**src/rtl/memory_arbiter_pkg.sv**
```systemverilog
// Shared memory-interface definitions: arbiter state/owner enums and the memu command payload.
package memory_arbiter_pkg;

  typedef enum logic [1:0] {
    IDLE,
    HOLD,
    WAIT_VALID
  } state_t;

  typedef enum logic {
    OWN_I,
    OWN_D
  } owner_t;

  typedef struct packed {
    logic        write;
    logic [31:0] addr;
    logic [31:0] wdata;
    logic [31:0] wmask;
  } memu_cmd_t;

  localparam logic [31:0] FETCH_WMASK = 32'hffff_ffff;

  // Fetches are always full-word reads.
  function automatic memu_cmd_t fetch_cmd(input logic [31:0] addr);
    memu_cmd_t c;
    c.write = 1'b0;
    c.addr  = addr;
    c.wdata = 32'h0;
    c.wmask = FETCH_WMASK;
    return c;
  endfunction

endpackage

```
**src/rtl/memory_arbiter.sv**
```systemverilog
// Fetch/data arbiter onto one memory unit: 0-cycle command forward in IDLE, response pulses with memu_valid.
// Backpressure: memu_cmd_ready=0 parks the grant in HOLD; one read outstanding, starvation-bounded data priority.
module memory_arbiter
  import memory_arbiter_pkg::*;
#(
  parameter int STARVE_LIMIT = 4
) (
  input  logic        clk,
  input  logic        rst_n,
  input  logic        i_cmd_start,
  input  logic [31:0] i_addr,
  input  logic        i_kill,
  output logic        i_cmd_ready,
  output logic        i_valid,
  output logic [31:0] i_rdata,
  input  logic        d_cmd_start,
  input  logic        d_cmd_write,
  input  logic [31:0] d_addr,
  input  logic [31:0] d_wdata,
  input  logic [31:0] d_wmask,
  output logic        d_cmd_ready,
  output logic        d_valid,
  output logic [31:0] d_rdata,
  output logic        memu_cmd_start,
  output logic        memu_cmd_write,
  output logic [31:0] memu_addr,
  output logic [31:0] memu_wdata,
  output logic [31:0] memu_wmask,
  input  logic        memu_cmd_ready,
  input  logic        memu_valid,
  input  logic [31:0] memu_rdata
);

  localparam int CNT_W = $clog2(STARVE_LIMIT + 1);
  localparam logic [CNT_W-1:0] CNT_MAX = CNT_W'(STARVE_LIMIT);

  state_t           state_q, state_d;
  owner_t           grant_q, grant;
  owner_t           owner_q;
  logic [CNT_W-1:0] starve_q;
  logic             drop_q;
  logic             i_req;
  logic             start;
  logic             cmd_start;
  logic             accept;
  logic             rsp;
  memu_cmd_t        cmd;

  assign i_req = i_cmd_start & ~i_kill;

  always_comb begin
    grant = grant_q;
    start = 1'b0;
    case (state_q)
      IDLE: begin
        if (d_cmd_start && (starve_q < CNT_MAX)) grant = OWN_D;
        else if (i_req)                          grant = OWN_I;
        else                                     grant = OWN_D;
        start = (grant == OWN_I) ? i_req : d_cmd_start;
      end
      HOLD:    start = (grant_q == OWN_I) ? i_req : d_cmd_start;
      default: start = 1'b0;
    endcase
  end

  always_comb begin
    cmd = fetch_cmd(i_addr);
    if (grant == OWN_D) begin
      cmd.write = d_cmd_write;
      cmd.addr  = d_addr;
      cmd.wdata = d_wdata;
      cmd.wmask = d_wmask;
    end
  end

  assign cmd_start = start & rst_n;
  assign accept    = cmd_start & memu_cmd_ready;

  assign memu_cmd_start = cmd_start;
  assign memu_cmd_write = cmd.write;
  assign memu_addr      = cmd.addr;
  assign memu_wdata     = cmd.wdata;
  assign memu_wmask     = cmd.wmask;

  assign i_cmd_ready = accept & (grant == OWN_I);
  assign d_cmd_ready = accept & (grant == OWN_D);

  always_comb begin
    state_d = state_q;
    case (state_q)
      IDLE, HOLD: begin
        if (accept)                             state_d = cmd.write ? IDLE : WAIT_VALID;
        else if (cmd_start)                     state_d = HOLD;
        else                                    state_d = IDLE;
      end
      WAIT_VALID: if (memu_valid)               state_d = IDLE;
      default:                                  state_d = IDLE;
    endcase
  end

  // A kill arriving in the same cycle as the response still suppresses it.
  assign rsp     = rst_n & (state_q == WAIT_VALID) & memu_valid;
  assign i_valid = rsp & (owner_q == OWN_I) & ~drop_q & ~i_kill;
  assign d_valid = rsp & (owner_q == OWN_D);
  assign i_rdata = rst_n ? memu_rdata : 32'h0;
  assign d_rdata = rst_n ? memu_rdata : 32'h0;

  always_ff @(posedge clk) begin
    if (!rst_n) begin
      state_q  <= IDLE;
      grant_q  <= OWN_D;
      owner_q  <= OWN_D;
      starve_q <= '0;
      drop_q   <= 1'b0;
    end else begin
      state_q <= state_d;
      if (state_q == IDLE && cmd_start && !memu_cmd_ready) grant_q <= grant;
      if (accept) owner_q <= grant;

      if (state_d == IDLE)
        drop_q <= 1'b0;
      else if (i_kill && ((accept && grant == OWN_I) ||
                          (state_q == WAIT_VALID && owner_q == OWN_I)))
        drop_q <= 1'b1;

      if (accept && grant == OWN_I)
        starve_q <= '0;
      else if (accept && grant == OWN_D && i_cmd_start) begin
        if (starve_q != CNT_MAX) starve_q <= starve_q + CNT_W'(1);
      end else if (state_q == IDLE && !i_cmd_start)
        starve_q <= '0;
    end
  end

endmodule
```
**config.mk**
```make
export PLATFORM = sky130hd
export DESIGN_NAME = memory_arbiter
export DESIGN_NICKNAME = d
export VERILOG_FILES = /design/src/rtl/memory_arbiter_pkg.sv /design/src/rtl/memory_arbiter.sv
export SDC_FILE = /design/constraint.sdc
export NUM_CORES = 1
export LEC_CHECK = 0
export CORE_AREA = 5 5 126 128
export DETAILED_ROUTE_END_ITERATION = 10
export DIE_AREA = 0 0 131 133
export PLACE_DENSITY = 0.54
export SYNTH_ARGS = -nofsm -noshare
export SYNTH_HDL_FRONTEND = slang
export SYNTH_SLANG_ARGS = --single-unit
```
**constraint.sdc**
```tcl
create_clock -name clk -period 2.5 [get_ports clk]
set_input_delay 0.5 -clock clk [delete_from_list [all_inputs] [get_ports clk]]
set_output_delay 0.5 -clock clk [all_outputs]
set_load 0.03 [all_outputs]
```
# After elaboration in Yosys (flattened, before gate mapping)
# Index checks and enable logic that the tools add are counted.
# op_classes
add_sub_neg	1
multipliers	0
n_div	0
order_cmp	1
eq_ne	4
shift	0
muxes	17
n_bitwise	16
n_reduce_logical	19
# ops
op	n
$mux 97	1
$mux 32	1
$and 1x1->1	11
$logic_and 1x1->1	9
$mux 3	3
$mux 1	7
$mux 2	3
$reduce_or 2->1	3
$not 1->1	5
$logic_not 2->1	2
$pmux 2 s2	1
$add 3x1->3 const B	1
$lt 3x3->1 const B	1
$ne 3x3->1 const B	1
$eq 2x1->1 const B	1
$eq 2x2->1 const B	1
$logic_not 1->1	2
$ne 2x1->1 const B	1
$pmux 1 s2	1
$reduce_and 2->1	1
$reduce_bool 2->1	1
$logic_or 1x1->1	1
# totals
register_bits	8
latchBits	0
ram_bits	0
rom_bits	0
input_bits	168
memories	0

# Longest topological paths before layout
# Gate-level depths: netlist of the first run.
# logic_depth
depth_word	13
ltp_mapped	7
ltp_nobuf	6

# Worst setup path before layout of the first run
# Ideal clock, no wire load.
# synth_timing
kind	input port to output port
start	in rst_n
end	out d_cmd_ready
arrival_time_ns	1.892
required_time_ns	2.000
slack_ns	0.108
cell_stages	4
path_cell_list	buf_2 > inv_1 > nor4_2 > and3_1
# synth_via
elab_chain_cells	3
# synth_rtl
element	line	rtl
start: declaration	memory_arbiter.sv:9	input logic rst_n,
$and 1x1->1	memory_arbiter.sv:76	assign cmd_start = start & rst_n;
named net memu_cmd_start	memory_arbiter.sv:24	output logic memu_cmd_start,
$and 1x1->1	memory_arbiter.sv:77	assign accept = cmd_start & memu_cmd_ready;
$and 1x1->1	memory_arbiter.sv:86	assign d_cmd_ready = accept & (grant == OWN_D);
end: declaration	memory_arbiter.sv:21	output logic d_cmd_ready,
# The timed path passes the listed nets, and every way through them passes these cells.

# Worst setup path in the final report of the first run
# layout_timing
start	in d_cmd_start
end	out memu_addr[6]
# layout_via
elab_chain_cells	5
# layout_rtl
element	line	rtl
start: declaration	memory_arbiter.sv:16	input logic d_cmd_start,
$logic_and 1x1->1	memory_arbiter.sv:56	if (d_cmd_start && (starve_q < CNT_MAX)) grant = OWN_D;
$mux 1	memory_arbiter.sv:56	
$mux 1 (2 in a row)	memory_arbiter.sv:54	case (state_q)
$mux 97	memory_arbiter.sv:68	if (grant == OWN_D) begin
end: declaration	memory_arbiter.sv:26	output logic [31:0] memu_addr,
# Every way passes these cells. The select of a mux whose other input is x is not followed.

==> qor.yml, run 1 <==
synth.distinct_cells: 39
cts.clk_slew.worst_paths_ns: 0.04
max-vdd-ir-drop_mv: 0.171
met2WireLength_um: 6230
crit_arrival_ns: 1.93
first_pass_iters: 4
r2r_end: "owner_q$_SDFFE_PN1N_"
clk_latency_ns: 0.23
core_mm2: 0.0148
synthAdderAreaFrac_pct: 1.28
dieArea_mm2: 0.0174
first_global_vias: 2997
ios: 334
final-setup-viol-count: 0
synth_xor_area_share_pct: 0
hold_depth: 2
grt_first_pass_wirelength_um: 15800
fin_area_mm2: 0.00557
cts_buffers: 3
holdCritPathClass: "reg2reg"
synth-compound-area-share_pct: 5.97
routed_wirelength_um: 11400
drtAntennaViolNets: 0
yosys.area_share.simple_pct: 42.1
grt_max_degree: 33
whs_ns: 0.499
critical_path_class: "in2out"
area_delta_synth_final_pct: 186
ys_seq_elements: 8
min_period_ns: 2.43
die_h_um: 133
stdcell_count: 746
synth_top_family_by_area: "simple AND/OR/NAND/NOR gates"
via_per_inst: 3.84
root_buffer: "clkbuf_16"
rsz0062_at_grt: "no"
slew_violations: 0
reg2reg_from: "state_q[1]$_SDFF_PN0_"
required_ns: 2.00
grt.total_usage_pct: 11.3
nets: 730
netlist_area_mm2: 0.00195
startpoint_type: "input pin"
met3_length_um: 1400
ys_seq_area_share_pct: 8.22
tightestPinTransition_ns: 0.328
ff2ff_setup_slack_ns: 0.66
first_iter_violations: 79
h-tree-depth: 1
wl_met1_um: 3720
hp-start: "starve_q[0]$_SDFFE_PP0P_"
crit_path_end_kind: "primary output"
drv_cap: 0
syn-num-nets: 409
wl_per_cell_um: 15.3
power_mw: 1.66
setup-tns-final_ns: 0
outcome: "complete, no violations"
place_hpwl_um: 9860
drc: 0
r2r_cells: 7
synth_mux_area_share_pct: 23.4
drive_above_1_share_pct: 44.8
fmax_mhz: 412
highest_layer: "met4"
finalHoldViolCount: 0
antenna_found_initial: 0
power_density_mw_per_mm2: 299
start_util_pct: 13.2
power.static_leakage_nw: 2.61
cts.sinks: 8
clockBufferDepth: 2
place_congestion: 0.857
grt.overflow.total: 0
n_antenna_cell: 0
clock_skew_ns: 0.00346
dr_total_vias: 2865
yosys_warnings: 0
rows: 45
syn_avg_cell_area_um2: 8.15
fillers: 1431
placed_cell_area_mm2: 0.00511
die_width_um: 131
syn_inst: 239
dp.cells: 733
critPathMaxFanout: 8
portBuffers: 333
max_slew_margin_pct: 78.1
finalCritPeriodShare_pct: 97.0
hold_end: "starve_q[0]$_SDFFE_PP0P_"
cts_tree: "built"
state kept, by name, summed over array words and instances (netlist names):
signal / count
drop_q: 1
grant_q: 1
owner_q: 1
starve_q: 3
state_q: 2
metal layers:
metal  track usage, %  vias up
met1             10.9     1294
met4             1.54        0
met3             3.15        6
met2             23.3      165
li1                 -     1400
met5                0        -
layout by cell type, fill, tap and decap left out, types with 3 or more instances in the layout:
cell type | netlist | layout
inv_1 | 6 | 6
clkdlybuf4s50_1 | 0 | 164
mux2_4 | 23 | 23
a21oi_1 | 4 | 4
nand2b_4 | 0 | 5
and2_1 | 65 | 64
clkdlybuf4s15_2 | 0 | 10
clkbuf_16 | 0 | 4
nand2_1 | 5 | 5
buf_6 | 5 | 39
buf_12 | 0 | 15
nand3_1 | 3 | 3
mux2_2 | 9 | 9
buf_4 | 32 | 128
nand2b_1 | 35 | 30
dfxtp_1 | 8 | 8
cells by family after synthesis:
logic type                 after synthesis
and+or+nand+nor                        127
DFF                                      8
adders and majority gates                2
muxes                                   33
buffers and inverters                   54
AOI/OAI and AO/OA                       15
worst max path at each step:
stage	slack [ns]	endpoint	cells past startpoint	from
global placement	-0.54	memu_addr[19]	6	i_cmd_start
detailed placement	-0.58	memu_addr[25]	6	i_cmd_start
CTS	0.005	memu_wdata[2]	8	i_kill
finish	0.07	memu_addr[6]	8	d_cmd_start
floorplan	0.11	d_cmd_ready	4	rst_n
global route	0.006	memu_wdata[2]	7	state_q[0]$_SDFF_PN0_
worst max-delay path, stage by stage:
cell,delay [ns]
dlygate4sd2_1,0.23
nand2b_1,0.12
a2bb2oi_4,0.21
buf_6,0.14
buf_16,0.13
buf_12,0.13
mux2_4,0.30
buf_6,0.14
cell usage after synthesis (all sizes together):
master | n | area [um^2]
ha | 2 | 25.0
o21ai | 2 | 10.0
nand2b | 35 | 219
a2bb2oi | 1 | 15.0
clkbuf | 5 | 20.0
nor4 | 4 | 37.5
and4b | 2 | 20.0
and3b | 1 | 8.76
a21oi | 5 | 28.8
dfxtp | 8 | 160
o211ai | 1 | 7.51
mux2i | 1 | 10.0
a211o | 1 | 8.76
mux2 | 32 | 447
a21o | 1 | 7.51
and3 | 1 | 6.26
a31oi | 1 | 6.26
nand4 | 1 | 6.26
buf | 43 | 327
nand4b | 1 | 8.76
nor4b | 1 | 23.8
o22ai | 1 | 6.26
nor3 | 2 | 20.0
or3 | 1 | 6.26
nand2 | 5 | 18.8
o221a | 1 | 11.3
inv | 6 | 22.5
nor2b | 2 | 12.5
nand3 | 3 | 15.0
nor2 | 3 | 11.3
a221oi | 1 | 15.0
and2 | 65 | 407
report_power, final:
part           switching [mW]  internal (mW)
sequential            0.00459          0.132
combinational           0.599          0.660
clock                  0.0612          0.206
total                   0.665          0.998
layout make-up:
type / instances / area [um^2] / share of cell area [%]
Tap cell: 188 / 235 / 4.23
Timing Repair Buffer: 364 / 3600 / 64.7
Sequential cell: 8 / 160 / 2.88
Inverter: 6 / 22.5 / 0.405
Clock buffer: 3 / 75.1 / 1.35
Multi-Input combinational cell: 177 / 1470 / 26.5
per-stage QoR:
stage	utilization, %	worst slack [ns]
finish	37.7	0.0748
global route	37.7	0.00624
CTS	37.8	0.00532
detailed placement	34.6	-0.580
global placement	34.6	-0.538
floorplan	-	0.108
repair_timing:
| action | in CTS | in global routing |
|---|---|---|
| pin swaps | 2 | 0 |
| buffers inserted | 6 | 0 |
| gates cloned | 4 | 1 |
| endpoints found under the setup margin | 95 | 38 |
| resized for setup | 118 | 2 |
| hold buffers | 0 | 0 |
Power figures use the tool's default switching activity.
==> run 2, diff against run 1 <==
--- a/config.mk
+++ b/config.mk
@@ -6,6 +6,7 @@
 export NUM_CORES = 1
 export LEC_CHECK = 0
 export CORE_AREA = 5 5 126 128
+export CTS_BUF_LIST = sky130_fd_sc_hd__clkbuf_2
 export DETAILED_ROUTE_END_ITERATION = 10
 export DIE_AREA = 0 0 131 133
 export PLACE_DENSITY = 0.54
==> qor.yml, run 2 (same netlist as run 1, synthesis figures left out) <==
outcome: "complete, no violations"  # unchanged
min_period_ns: 2.42  # was 2.43 ns
clock_skew_ns: 0.0133  # was 0.00346 ns
r2r_cells: 7  # unchanged
crit_arrival_ns: 1.92  # was 1.93 ns
max_slew_margin_pct: 77.8  # was 78.1%
fin_ws_ns: 0.0799  # was 0.0748 ns
n_antenna_cell: 0  # unchanged
final_common_cell: "clkdlybuf4s50_1"  # unchanged
nets: 730  # unchanged
first_pass_iters: 4  # unchanged
r2r_end: "owner_q$_SDFFE_PN1N_"  # unchanged
place_ws_ns: -0.580  # unchanged
grt.total_usage_pct: 11.2  # was 11.3%
portBuffers: 333  # unchanged
critical_path_class: "in2out"  # unchanged
power_density_mw_per_mm2: 268  # was 299 mW/mm^2
finalHoldViolCount: 0  # unchanged
grt_max_degree: 33  # unchanged
drtAntennaViolNets: 0  # unchanged
antenna_found_initial: 0  # unchanged
routed_wirelength_um: 11500  # was 11400 um
ff2ff_setup_slack_ns: 0.67  # was 0.66 ns
area_delta_synth_final_pct: 183  # was 186%
whs_ns: 0.503  # was 0.499 ns
seq_area_um2: 163  # was 160 um^2
start_util_pct: 13.2  # unchanged
first_iter_violations: 78  # was 79
multi_input_area_mm2: 0.00147  # unchanged
max_flop_register: "starve_q"  # unchanged
grt.overflow.total: 0  # unchanged
cts_tree: "built"  # unchanged
reg2reg_from: "state_q[0]$_SDFF_PN0_"  # was state_q[1]$_SDFF_PN0_
slew_violations: 0  # unchanged
mostFrequentLayoutCells: "clkdlybuf4s50_1 (164), buf_4 (128), and2_1 (64), buf_6 (39), nand2b_1 (30)"  # unchanged
cts.clk_slew.worst_paths_ns: 0.08  # was 0.04 ns
place_congestion: 0.857  # unchanged
drc: 0  # unchanged
drv_cap: 0  # unchanged
top_regs: "starve_q (3), state_q (2)"  # unchanged
fin_util_pct: 37.3  # was 37.7%
cts.sinks: 8  # unchanged
stdcell_count: 746  # unchanged
h-tree-depth: 1  # unchanged
clk_latency_ns: 0.25  # was 0.23 ns
tightestPinTransition_ns: 0.330  # was 0.328 ns
finalCritPeriodShare_pct: 96.8  # was 97.0%
clockBufferDepth: 2  # unchanged
final-setup-viol-count: 0  # unchanged
die_h_um: 133  # unchanged
crit_path_end_kind: "primary output"  # unchanged
rows: 45  # unchanged
cts_buffers: 3  # unchanged
dr_total_vias: 2854  # was 2865
power.static_leakage_nw: 2.58  # was 2.61 nW
cp-startpoint: "d_cmd_start"  # unchanged
holdCritPathClass: "reg2reg"  # unchanged
first_global_vias: 2985  # was 2997
wl_per_cell_um: 15.4  # was 15.3 um
critPathMaxFanout: 8  # unchanged
startpoint_type: "input pin"  # unchanged
dieArea_mm2: 0.0174  # unchanged
ios: 334  # unchanged
largest_register_ffs: 3  # unchanged
endpoint: "memu_addr[6]"  # unchanged
fillers: 1438  # was 1431
core_mm2: 0.0148  # unchanged
drive_above_1_share_pct: 45.2  # was 44.8%
place_hpwl_um: 9860  # unchanged
die_width_um: 131  # unchanged
via_per_inst: 3.83  # was 3.84
root_buffer: "clkbuf_2"  # was clkbuf_16
required_ns: 2.00  # about the same
max-vdd-ir-drop_mv: 0.114  # was 0.171 mV
rsz0062_at_grt: "yes"  # was no
dp.cells: 733  # unchanged
fmax_mhz: 413  # was 412 MHz
grt_first_pass_wirelength_um: 15700  # was 15800 um
hold_buffers: 0  # unchanged
-- run 2: through the flow --
step / area, um^2 / setup TNS [ns] / power [mW]
finish: 5510 / 0 / 1.47
floorplan: 1950 / 0 / 0.743
detailed placement: 5110 / -22.78 / 1.33
global route: 5510 / -0.00133 / 1.54
CTS: 5510 / 0 / 1.49
global placement: 5110 / -18.93 / 1.33
-- run 2: power breakdown --
part | internal [mW] | total, mW | switching, mW | leakage, nW
Combinational | 0.660 | 1.26 | 0.600 | 2.51
Sequential | 0.132 | 0.136 | 0.00454 | 0.0658
Clock | 0.0327 | 0.0790 | 0.0463 | 0.0125
-- run 2: repair_timing --
action                                  4_1_cts  5_1_grt
endpoints found under the hold margin         0        0
gates resized for setup                     118        4
pin swaps                                     2        0
buffers inserted                              6        0
endpoints found under the setup margin       95       38
gates cloned                                  4        1
-- run 2: area by class of cell --
cell class,instances,area share [%]
timing repair buffer,364,65.4
multi-input combinational,177,26.7
tap,188,4.27
sequential,8,2.95
inverter,6,0.409
clock buffer,3,0.273
-- run 2: how the worst min path moves through the flow --
stage,from,end,slack (ns),cells past startpoint
4_1_cts,starve_q[0]$_SDFFE_PP0P_,starve_q[0]$_SDFFE_PP0P_,0.51,2
3_5_place_dp,starve_q[0]$_SDFFE_PP0P_,starve_q[0]$_SDFFE_PP0P_,0.49,2
6_report,starve_q[0]$_SDFFE_PP0P_,starve_q[0]$_SDFFE_PP0P_,0.50,2
2_1_floorplan,owner_q$_SDFFE_PN1N_,owner_q$_SDFFE_PN1N_,0.46,1
3_3_place_gp,starve_q[0]$_SDFFE_PP0P_,starve_q[0]$_SDFFE_PP0P_,0.48,2
5_1_grt,owner_q$_SDFFE_PN1N_,owner_q$_SDFFE_PN1N_,0.53,1
-- run 2: routing by layer --
layer  wire [um]  global-route usage [%]  vias up
met5           0                       0        -
met4          78                    1.54        0
met3        1410                    3.03        7
met2        6250                    23.4      164
met1        3730                    10.8     1287
li1            -                       -     1396
-- run 2: worst max-delay path: stages --
cell,delay [ns]
dlygate4sd2_1,0.23
nand2b_1,0.12
a2bb2oi_4,0.21
buf_6,0.14
buf_16,0.13
buf_12,0.13
mux2_4,0.30
buf_6,0.14
==> variant 1, RTL diff (flow settings as in run 2) <==
Encoding of `state_t`: now one-hot (3 bits for 3 states).
--- a/src/rtl/memory_arbiter_pkg.sv
+++ b/src/rtl/memory_arbiter_pkg.sv
@@ -2,8 +2,8 @@
 package memory_arbiter_pkg;
 
-  typedef enum logic [1:0] {
-    IDLE,
-    HOLD,
-    WAIT_VALID
+  typedef enum logic [2:0] {
+    IDLE       = 3'b001,
+    HOLD       = 3'b010,
+    WAIT_VALID = 3'b100
   } state_t;
 
Formal check against the unedited RTL: no difference found for any inputs over 4 cycles, from zero or initial values and one cycle with rst_n low; so few cycles prove little.
==> variant 1 against run 2 <==
- the flow now finishes with violations (setup timing)
- global-route usage is 0.82 points higher
- setup slack worse by 0.12 ns
- sequential cell count grew 1
- clock power rose by 17%
- routed wire length grew 5.8%
- area after synthesis down 0.19%
- total power up 5.1%
- first-iteration DRC count shrank 7.7%
- register-to-register slack improved by 0.03 ns
- cell count is 2.1% higher
- cell area fell by 1.9%
- count of clock-buffer cells in the layout increased by 1
- core utilization shrank 0.72 points
- synthesized cell count rose by 5.4%
- highest routed layer unchanged
==> variant 1: results (changes against run 2) <==
Hold_sp: drop_q (was starve_q[0])
Worst EP arrival: 2.04 ns (was 1.92 ns)
DP Area: 0.00507 mm2 (was 0.00511 mm2)
Post-synthesis sequential area ratio: 9.27% (was 8.22%)
Routability Congestion: 0.875 (was 0.857)
Sequential standard cell area: 184 um2 (was 163 um2)
Buffering overhead: 63.4% (was 65.4%)
Crit path launch: state_q[2] (was d_cmd_start)
Largest net degree at the start of global routing: 38 (was 33)
Commonest cells post-synth: and2_1, or3_1, buf_4 (was and2_1, nand2b_1, buf_4)
Diode count: 1 (was 0)
Filler Cells Inserted: 1480 (was 1438)
Status: complete, but fails checks (was finished clean)
ClkCell Share: 0.371% (was 0.273%)
Routed WL: 12100 um (was 11500 um)
1st-pass router iterations: 4 (unchanged)
P_int: 0.863 mW (was 0.824 mW)
DP Cell Count: 746 (was 733)
Count of multi-input gates: 191 (was 177)
Mapped Cells: 252 (was 239)
GRT Total Usage: 12.1% (was 11.2%)
DR iter-0 viols: 72 (was 78)
Setup violations, final: 20 (was 0)
Fin nets: 744 (was 730)
Syn_nets: 422 (was 409)
Multi-input combinational area share: 28.2% (was 26.7%)
Worst-path clk slew: 0.09 ns
Setup ws final: -0.0414 ns (was 0.0799 ns)
Worst Skew: 0.000178 ns (was 0.0133 ns)
Met1 Usage GRT: 13.7% (was 10.8%)
Invs w/o clock: 3 (was 6)
Failing checks: setup timing
Total number of vias: 2973 (was 2854)
Vias in the first global route: 3133 (was 2985)
Post-Layout Inst Area: 0.00540 mm2 (was 0.00551 mm2)
First-pass GRT wire length: 16900 um (was 15700 um)
Layout cell share with drive strength beyond 1: 43.6% (was 45.2%)
Cell family with most CP delay: simple AND/OR/NAND/NOR gates (was buffers and inverters)
Synth Cell Area: 0.00194 mm2 (was 0.00195 mm2)
Dpl ws: -0.540 ns (was -0.580 ns)
Grt met2 use: 22.0% (was 23.4%)
Peak VDD IR: 0.126 mV (was 0.114 mV)
Leak: 2.54 nW (was 2.58 nW)
Dpl hpwl: 10500 um (was 9860 um)
Clk_buf instances: 4 (was 3)
Distinct cells, synth: 37 (was 39)
Slew @ Worst Pin: 0.397 ns (was 0.330 ns)
Non-CTS buffers: 366 (was 364)
Total Negative Setup Slacks: -0.323 ns (was 0 ns)
Sequential cell count: 9 (was 8)
CP max-delay cell: or3b_4 (was mux2_4)
Met3 usage: 4.40% (was 3.03%)
Wire per inst: 15.9 um (was 15.4 um)
Largest regs: starve_q x3, state_q x3 (was starve_q x3, state_q x2)
Top_reg_cell synth: dfxtp_1 (unchanged)
Area contributors post-synth: and2_1, mux2_4, buf_4, or3_1, dfxtp_1 (was and2_1, mux2_4, buf_4, nand2b_1, dfxtp_1)
FF-to-FF Start: state_q[1] (was state_q[0])
Maximum fanout along the worst path: 6 (was 8)
Max incr delay on CP: 0.41 ns (was 0.30 ns)
==> variant 1: worst paths after layout <==
kind                                      end  slack, ns  cells past startpoint
worst max register to register    starve_q[1]       0.70                      7
worst min-delay path                   drop_q       0.50                      2
worst max-delay path            memu_addr[31]      -0.04                      7
worst min register to register         drop_q       0.50                      2
==> variant 1: routing by layer <==
metal / vias to the layer above / wire [um]
met5: - / 0
met4: 0 / 57
met3: 6 / 1630
met2: 191 / 6040
met1: 1311 / 4400
li1: 1465 / -
==> variant 1: power groups by stage <==
| stage | sequential, mW | combinational, mW | clock [mW] |
|---|---|---|---|
| 2_1_floorplan | 0.154 | 0.631 | 0 |
| 3_3_place_gp | 0.153 | 1.24 | 0 |
| 3_5_place_dp | 0.153 | 1.24 | 0 |
| 4_1_cts | 0.150 | 1.28 | 0.0970 |
| 5_1_grt | 0.151 | 1.37 | 0.109 |
| 6_report | 0.150 | 1.31 | 0.0924 |
==> variant 1: what timing repair did <==
action                     in CTS  in global routing
setup endpoints to repair      98                 68
setup buffers                   5                  7
hold endpoints to repair        0                  0
pin swaps                       4                  5
gates cloned                    1                  0
gates resized for setup        83                 54
==> variant 1: logic make-up after synthesis <==
logic type | share of synthesized area (%)
fa+ha+maj | 1.29
flops | 9.27
xor+xnor | 0.901
buf+inv | 17.4
mux | 22.3
compound gates | 4.70
simple gates | 44.1
==> variant 1: worst reg2reg max path, cell delays in order (launching register included) <==
cell and delay, ns:
dfxtp_2 0.33, buf_4 0.15, nor3b_4 0.24, nor2_4 0.06, buf_4 0.23, nor3_1 0.40, mux2i_1 0.24, nor2_1 0.05
==> variant 2, RTL diff (config.mk and constraints of run 2) <==
Without the edit above. The parameter `STARVE_LIMIT` goes from 4 to 2.
--- a/src/rtl/memory_arbiter.sv
+++ b/src/rtl/memory_arbiter.sv
@@ -4,5 +4,5 @@
   import memory_arbiter_pkg::*;
 #(
-  parameter int STARVE_LIMIT = 4
+  parameter int STARVE_LIMIT = 2
 ) (
   input  logic        clk,
Formal check against the unedited RTL: not equivalent (a bounded check fails within 4 cycles, from zero or initial values and one cycle with rst_n low).
==> variant 2 against run 2 <==
- area after synthesis is 6.9% lower
- register-to-register slack worse by 0.24 ns
- sequential cell count is 1 lower
- total power is 3.3% higher
- setup slack worse by 0.040 ns
- die area stayed put
- fmax is 1.6% lower
- first-iteration DRC count stayed put
- cell count is 1.1% higher
- cell area is 1.2% higher
- routed wire length is 28% higher
- via count is 3.7% higher
- clock power is 21% higher
- highest routed layer unchanged
==> variant 2: results (changes against run 2) <==
Fin nets: 736 (was 730)
Vias in the first global route: 3063 (was 2985)
Routed WL: 14700 um (was 11500 um)
Largest regs: starve_q x2, state_q x2 (was starve_q x3, state_q x2)
Largest net degree at the start of global routing: 38 (was 33)
Dpl hpwl: 12700 um (was 9860 um)
Reg2Reg Depth: 9 (was 7)
Cell depth of the worst hold path: 1 (was 2)
Hold_sp: drop_q (was starve_q[0])
Worst EP arrival: 1.96 ns (was 1.92 ns)
Adder-cell area share of the yosys netlist: 0.690% (was 1.28%)
Mapped Cells: 236 (was 239)
Leak: 2.56 nW (was 2.58 nW)
CP max-delay cell: dfxtp_2 (was mux2_4)
First-pass GRT wire length: 19600 um (was 15700 um)
Dpl ws: -0.609 ns (was -0.580 ns)
Drt via density: 3.93 (was 3.83)
Worst Skew: 0.00500 ns (was 0.0133 ns)
Max incr delay on CP: 0.35 ns (was 0.30 ns)
Worst hold slack: 0.485 ns (was 0.503 ns)
Commonest cells post-synth: nor2b_1, and2_1, buf_4, mux2_2, or2_2 (was and2_1, nand2b_1, buf_4)
Status: finished clean (unchanged)
1st-pass router iterations: 6 (was 4)
Mux cell area share after synthesis: 20.4% (was 23.4%)
DP Area: 0.00511 mm2 (about the same)
Synth Area in Compound Gates: 8.34% (was 5.97%)
Layout cell share with drive strength beyond 1: 49.6% (was 45.2%)
Maximum fanout along the worst path: 7 (was 8)
Crit path to: memu_addr[28] (was memu_addr[6])
Post-synthesis sequential area ratio: 7.72% (was 8.22%)
Routability Congestion: 0.870 (was 0.857)
R2r endpoint: starve_q[1] (was owner_q)
Peak VDD IR: 0.146 mV (was 0.114 mV)
Setup ws final: 0.0400 ns (was 0.0799 ns)
[variant 2: area by class of cell]
class,instances,area [um2]
fill,1496,9180
timing repair buffer,374,3710
multi-input combinational,177,1450
tap,188,235
sequential,7,144
clock buffer,4,20.0
inverter,4,15.0
[variant 2: routing by layer]
metal	wire, um	track usage (%)	up-vias
met5	0	0	-
met4	128	1.54	0
met1	5820	18.2	1372
met2	7180	26.4	179
met3	1540	4.24	6
li1	-	-	1404
[variant 2: repair_timing]
action                                  4_1_cts  5_1_grt
pin swaps                                     2        2
endpoints found under the setup margin       96       49
setup buffers                                 8        1
gates resized for setup                     261       18
cloned                                        4        0
[variant 2: power by group]
part / internal, mW / total, mW / leakage (nW) / switching [mW]
logic: 0.678 / 1.31 / 2.49 / 0.631
clock network: 0.0425 / 0.0953 / 0.0166 / 0.0528
registers: 0.116 / 0.119 / 0.0583 / 0.00312
total: 0.836 / 1.52 / 2.56 / 0.687
